===== config.mk =====
export PLATFORM = sky130hd
export DESIGN_NAME = instr_fetch
export DESIGN_NICKNAME = d
export VERILOG_FILES = /design/src/rtl/mips_pkg.sv /design/src/rtl/next_pc_calc.sv /design/src/rtl/instr_fetch.sv
export SDC_FILE = /design/constraint.sdc
export NUM_CORES = 1
export LEC_CHECK = 0
export CORE_ASPECT_RATIO = 0.9
export CORE_MARGIN = 2
export CORE_UTILIZATION = 40
export DETAILED_ROUTE_END_ITERATION = 6
export DONT_BUFFER_PORTS = 1
export PLACE_DENSITY = 0.63
export SYNTH_ARGS = -nofsm -noshare
export SYNTH_HDL_FRONTEND = slang
export SYNTH_HIERARCHICAL = 1
export SYNTH_SLANG_ARGS = --single-unit

===== constraint.sdc =====
create_clock -name i_clk -period 3.7 [get_ports i_clk]
set_input_delay 1.11 -clock i_clk [delete_from_list [all_inputs] [get_ports i_clk]]
set_output_delay 1.11 -clock i_clk [all_outputs]
set_load 0.02 [all_outputs]

===== src/rtl/mips_pkg.sv =====
// Shared definitions for the MIPS-I front end.
// Holds the instruction-fetch state encoding, the default reset PC,
// instruction field positions used by next-PC computation, and the NOP word.
package mips_pkg;

  // Fetch sequencer states: IDLE after reset, REQ while a memory read is
  // outstanding, HOLD while the fetched word waits for downstream.
  typedef enum logic [1:0] {
    IDLE = 2'd0,
    REQ  = 2'd1,
    HOLD = 2'd2
  } fetchState_e;

  localparam logic [31:0] RESET_PC_DEFAULT = 32'h0000_0000;

  // I-type immediate and J-type target field positions.
  localparam int IMM_MSB    = 15;
  localparam int IMM_LSB    = 0;
  localparam int TARGET_MSB = 25;
  localparam int TARGET_LSB = 0;

  // All-zero word is sll $0,$0,0, i.e. a NOP.
  localparam logic [31:0] NOP = 32'h0000_0000;

endpackage


===== src/rtl/next_pc_calc.sv =====
// Combinational next-PC selection for the fetch stage.
// Ports:
//   pcPlus4  in  32  PC of the held instruction plus 4
//   instr    in  32  held instruction word
//   jump     in  1   take the J-type target
//   branch   in  1   instruction is a conditional branch
//   zero     in  1   ALU zero flag (branch condition met)
//   nextPc   out 32  selected next PC (jump > taken branch > pcPlus4)
module next_pc_calc
  import mips_pkg::*;
(
  input  logic [31:0] pcPlus4,
  input  logic [31:0] instr,
  input  logic        jump,
  input  logic        branch,
  input  logic        zero,
  output logic [31:0] nextPc
);

  logic [31:0] jumpTarget;
  logic [31:0] branchOffset;
  logic [31:0] branchTarget;
  logic        unusedOpcode;

  // Jump stays inside the current 256 MB region selected by pcPlus4[31:28].
  assign jumpTarget   = {pcPlus4[31:28], instr[TARGET_MSB:TARGET_LSB], 2'b00};
  // Sign-extended word offset; the 32-bit add wraps silently by design.
  assign branchOffset = {{14{instr[IMM_MSB]}}, instr[IMM_MSB:IMM_LSB], 2'b00};
  assign branchTarget = pcPlus4 + branchOffset;

  // The opcode field plays no part in target selection here.
  assign unusedOpcode = ^instr[31:26];

  // NOTE: every output of a combinational block gets a default before any
  // branching so no path leaves it unassigned and infers a latch.
  always_comb begin
    nextPc = pcPlus4;
    if (jump) begin
      nextPc = jumpTarget;
    end else if (branch && zero) begin
      nextPc = branchTarget;
    end
  end

endmodule


===== src/rtl/instr_fetch.sv =====
// Non-pipelined instruction fetch stage.
// Fetches one word per instruction over a req/ack handshake, holds it for the
// control unit until accepted, then loads the next PC from jump/branch results.
// Ports:
//   i_clk, i_rstn        clock (rising edge), synchronous active-low reset
//   o_imemReq/o_imemAddr fetch request and word-aligned address
//   i_imemAck/i_imemData memory response, data valid with ack
//   o_instrCode/o_valid  held instruction and its valid flag
//   i_ready              downstream accepts the held instruction
//   o_pc/o_pcPlus4       PC of the held instruction and PC+4
//   i_jump/i_branch/i_zero  next-PC decisions for the held instruction
module instr_fetch
  import mips_pkg::*;
#(
  parameter int                ADDR_W   = 32,
  parameter logic [ADDR_W-1:0] RESET_PC = RESET_PC_DEFAULT
) (
  input  logic              i_clk,
  input  logic              i_rstn,
  output logic              o_imemReq,
  output logic [ADDR_W-1:0] o_imemAddr,
  input  logic              i_imemAck,
  input  logic [31:0]       i_imemData,
  output logic [31:0]       o_instrCode,
  output logic              o_valid,
  input  logic              i_ready,
  output logic [ADDR_W-1:0] o_pc,
  output logic [ADDR_W-1:0] o_pcPlus4,
  input  logic              i_jump,
  input  logic              i_branch,
  input  logic              i_zero
);

  localparam logic [ADDR_W-1:0] RESET_PC_ALIGNED = {RESET_PC[ADDR_W-1:2], 2'b00};

  fetchState_e       state;
  fetchState_e       stateNext;
  logic [ADDR_W-1:0] fetchPc;     // address of the next/current fetch
  logic [ADDR_W-1:0] heldPc;      // address the held instruction came from
  logic [31:0]       instrCode;
  logic              latchInstr;
  logic              loadPc;
  logic [31:0]       nextPc;

  // NOTE: sequential state uses non-blocking assignments so every register
  // samples pre-edge values regardless of statement order.
  always_ff @(posedge i_clk) begin
    if (!i_rstn) begin
      state <= IDLE;
    end else begin
      state <= stateNext;
    end
  end

  always_comb begin
    stateNext  = state;
    o_imemReq  = 1'b0;
    o_valid    = 1'b0;
    latchInstr = 1'b0;
    loadPc     = 1'b0;
    unique case (state)
      IDLE: stateNext = REQ;
      REQ: begin
        o_imemReq = 1'b1;
        if (i_imemAck) begin
          latchInstr = 1'b1;
          stateNext  = HOLD;
        end
      end
      HOLD: begin
        o_valid = 1'b1;
        if (i_ready) begin
          loadPc    = 1'b1;
          stateNext = REQ;
        end
      end
      default: stateNext = IDLE;
    endcase
  end

  // o_pc only moves together with o_instrCode so the pair stays coherent.
  always_ff @(posedge i_clk) begin
    if (!i_rstn) begin
      fetchPc   <= RESET_PC_ALIGNED;
      heldPc    <= RESET_PC_ALIGNED;
      instrCode <= NOP;
    end else begin
      if (latchInstr) begin
        instrCode <= i_imemData;
        heldPc    <= fetchPc;
      end
      if (loadPc) begin
        fetchPc <= {nextPc[ADDR_W-1:2], 2'b00};
      end
    end
  end

  next_pc_calc u_nextPcCalc (
    .pcPlus4 (o_pcPlus4),
    .instr   (instrCode),
    .jump    (i_jump),
    .branch  (i_branch),
    .zero    (i_zero),
    .nextPc  (nextPc)
  );

  assign o_imemAddr  = fetchPc;
  assign o_instrCode = instrCode;
  assign o_pc        = heldPc;
  assign o_pcPlus4   = heldPc + ADDR_W'(4);

endmodule


==> results.md <==
- Reg2Reg Depth: 17
- Slew @ Worst Pin: 0.636 ns
- Peak supply drop: 266 µV
- Hold buffers post-CTS: 0
- Routed wire length per instance: 18.2 µm
- TritonRoute pass-1 iters: 5
- Vias: 5892
- Reg2Reg Setup Slack: 0.20 ns
- Avg Inst Size Synth: 7.61 µm²
- Iteration-0 DRC Markers: 358
- Residual DRC count: 0
- Max Cap Viol: 0
- I/O Pins: 169
- Rows: 43
- Via/cell ratio: 5.46
- Effective utilization at floorplan: 0.408
- Pwr dens: 314 mW/mm²
- WL final: 19700 µm
- # diodes: 0
- Yosys warnings: 6
- Syn Inst Count: 825
- Area delta synth->final: 16.7%
- Hold wc startpoint: o_instrCode[29]
- Pin count of the biggest net entering global routing: 95
- Static leakage: 0.00297 µW
- Vias in the first global route: 5414
- Die X: 136 µm
- CP max FO: 8
- Post-Place Cells: 1060
- Die height: 123 µm
- Hold EP: o_instrCode[29]
- Worst r2r src: o_pc[2]
- CP delay by family, top: compound AO/OA/AOI/OAI gates
- Endpoints failing hold: 0
- Outcome: completed
- Storage element area: 0.00188 mm²
- Max incr delay on CP: 0.37 ns
- Clk slew on worst S/H paths: 0.07 ns
- Slew headroom: 0.576
- Setup_tns: 0 ns
- Crit Path Class: flop to flop
- DP HPWL: 14400 µm
- Final Net Count: 943
- Fillers: 1614
- Fin cells: 1080
- CP Depth: 17
- Period utilization: 0.947
- Multi-input logic area: 0.00418 mm²
- Gpl congestion: 0.943
- CP Buf/Inv Count: 3
- CTS buffer count: 9
- CP endpoint kind: flop
- Port bufs: 0
- Setup violators final: 0
- Global-route wire length before repair: 30300 µm
- WP data arrival: 3.77 ns
- CTS Buffer Depth: 2
- Initial antenna violation count: 0
- CTS Root Cell: clkbuf_16
- RSZ-0062 raised after global routing: yes
- Total core area: 0.0154 mm²
- Antenna-violating nets left: 0
- Clock Sinks: 94
- Hold WC Path Type: flop to flop
- Cells along the critical path: buf_4 > nand2_1 > nor3_1 > buf_4 > xor2_1 > ha_1 > a21o_1 > a21o_1 > a21o_1 > o211ai_1 > a21oi_1 > buf_4 > a311oi_1 > nand4b_1 > nand3_1 > nand2_1 > a21boi_0
- Layout cells sized above 1: 0.159
- Area of the mapped netlist: 0.00628 mm²
- Reg2reg end: o_imemAddr[30]
- Final Skew: 0.00765 ns
- Global-route usage over all layers: 0.234
- Critical Path Start Type: flop
- Worst-Skew Late Latency: 0.35 ns
- H-Tree Depth: 3
- Die area: 0.0167 mm²
- FMAX: 285 MHz
- WHS Path Cells: 2
- Worst EP required: 3.97 ns
- GRT overflow: 0
- Crit-path slowest cell: a311oi_1
- TritonCTS clock tree: built
- Final Max Tran Viols: 0
- Post-route minimum period: 3.50 ns
-- flip-flops by register name, summed over array words and instances (netlist names) --
register	flops
o_imemAddr	30
state	2
o_pc	30
o_instrCode	32
-- layer usage --
layer  global-route usage  routed length, µm  up-vias
li1                     -                  -     2915
met1                0.333               9330     2771
met2                0.353               8420      189
met3               0.0620               1640       17
met4               0.0553                262        0
met5                    0                  0        -
-- worst min-delay path: stages (launching register included) --
cell	delay (ns)
dfxtp_1	0.38
nand2_1	0.07
a21boi_0	0.07
-- worst max path at each step --
stage	end	slack, ns	startpoint
2_1_floorplan	o_imemAddr[30]	-0.02	o_pc[16]
3_5_place_dp	o_imemAddr[25]	0.13	o_pc[2]
5_1_grt	o_imemAddr[17]	-0.02	o_pc[2]
6_report	o_imemAddr[30]	0.20	o_pc[2]
4_1_cts	o_imemAddr[25]	0.12	o_pc[2]
3_3_place_gp	o_imemAddr[25]	0.20	o_pc[2]
-- area by class of cell --
type / count / share of cell area
clock buffer: 10 / 0.0326
clock inverter: 6 / 0.0125
inverter: 8 / 0.00410
multi-input combinational: 674 / 0.570
sequential: 94 / 0.257
tap: 202 / 0.0345
timing repair buffer: 86 / 0.0887
-- stage by stage --
stage	hold WS, ns	cell area [µm²]	total power, µW	utilization	setup WS [ns]
6_report	0.562	7320	2300	0.476	0.196
5_1_grt	0.587	7320	2390	0.476	-0.0237
4_1_cts	0.562	7240	2320	0.471	0.122
3_5_place_dp	0.548	6910	1280	0.449	0.135
3_3_place_gp	0.525	6910	1280	0.449	0.202
2_1_floorplan	0.518	6330	1250	-	-0.0223
-- report_power, final --
| group | switching, µW | internal (µW) |
|---|---|---|
| Clock | 422 | 616 |
| Sequential | 44.4 | 1030 |
| Combinational | 117 | 68.0 |
| Total | 583 | 1710 |
-- timing repair --
action	4_1_cts	5_1_grt
resized for setup	0	10
setup endpoints to repair	0	10
setup buffers	0	4
-- cell usage in the layout, fill, tap and decap left out, drive strengths merged, types with 3 or more instances in the layout --
| cell | n |
|---|---|
| nor2 | 31 |
| xnor2 | 38 |
| ha | 30 |
| clkbuf | 10 |
| xor2 | 16 |
| mux2 | 3 |
| a21boi | 93 |
| nor3 | 4 |
| and3 | 8 |
| o211ai | 3 |
| inv | 10 |
| o21bai | 3 |
| and4 | 3 |
| a211oi | 3 |
| mux2i | 10 |
| and2 | 5 |
| buf | 86 |
| nor2b | 4 |
| o21ai | 40 |
| o21a | 4 |
| dfxtp | 94 |
| a21oi | 42 |
| o221ai | 4 |
| nand4 | 15 |
| conb | 6 |
| nand2 | 241 |
| a21o | 21 |
| nand3 | 19 |
| a31oi | 8 |
Power figures use the tool's default switching activity.
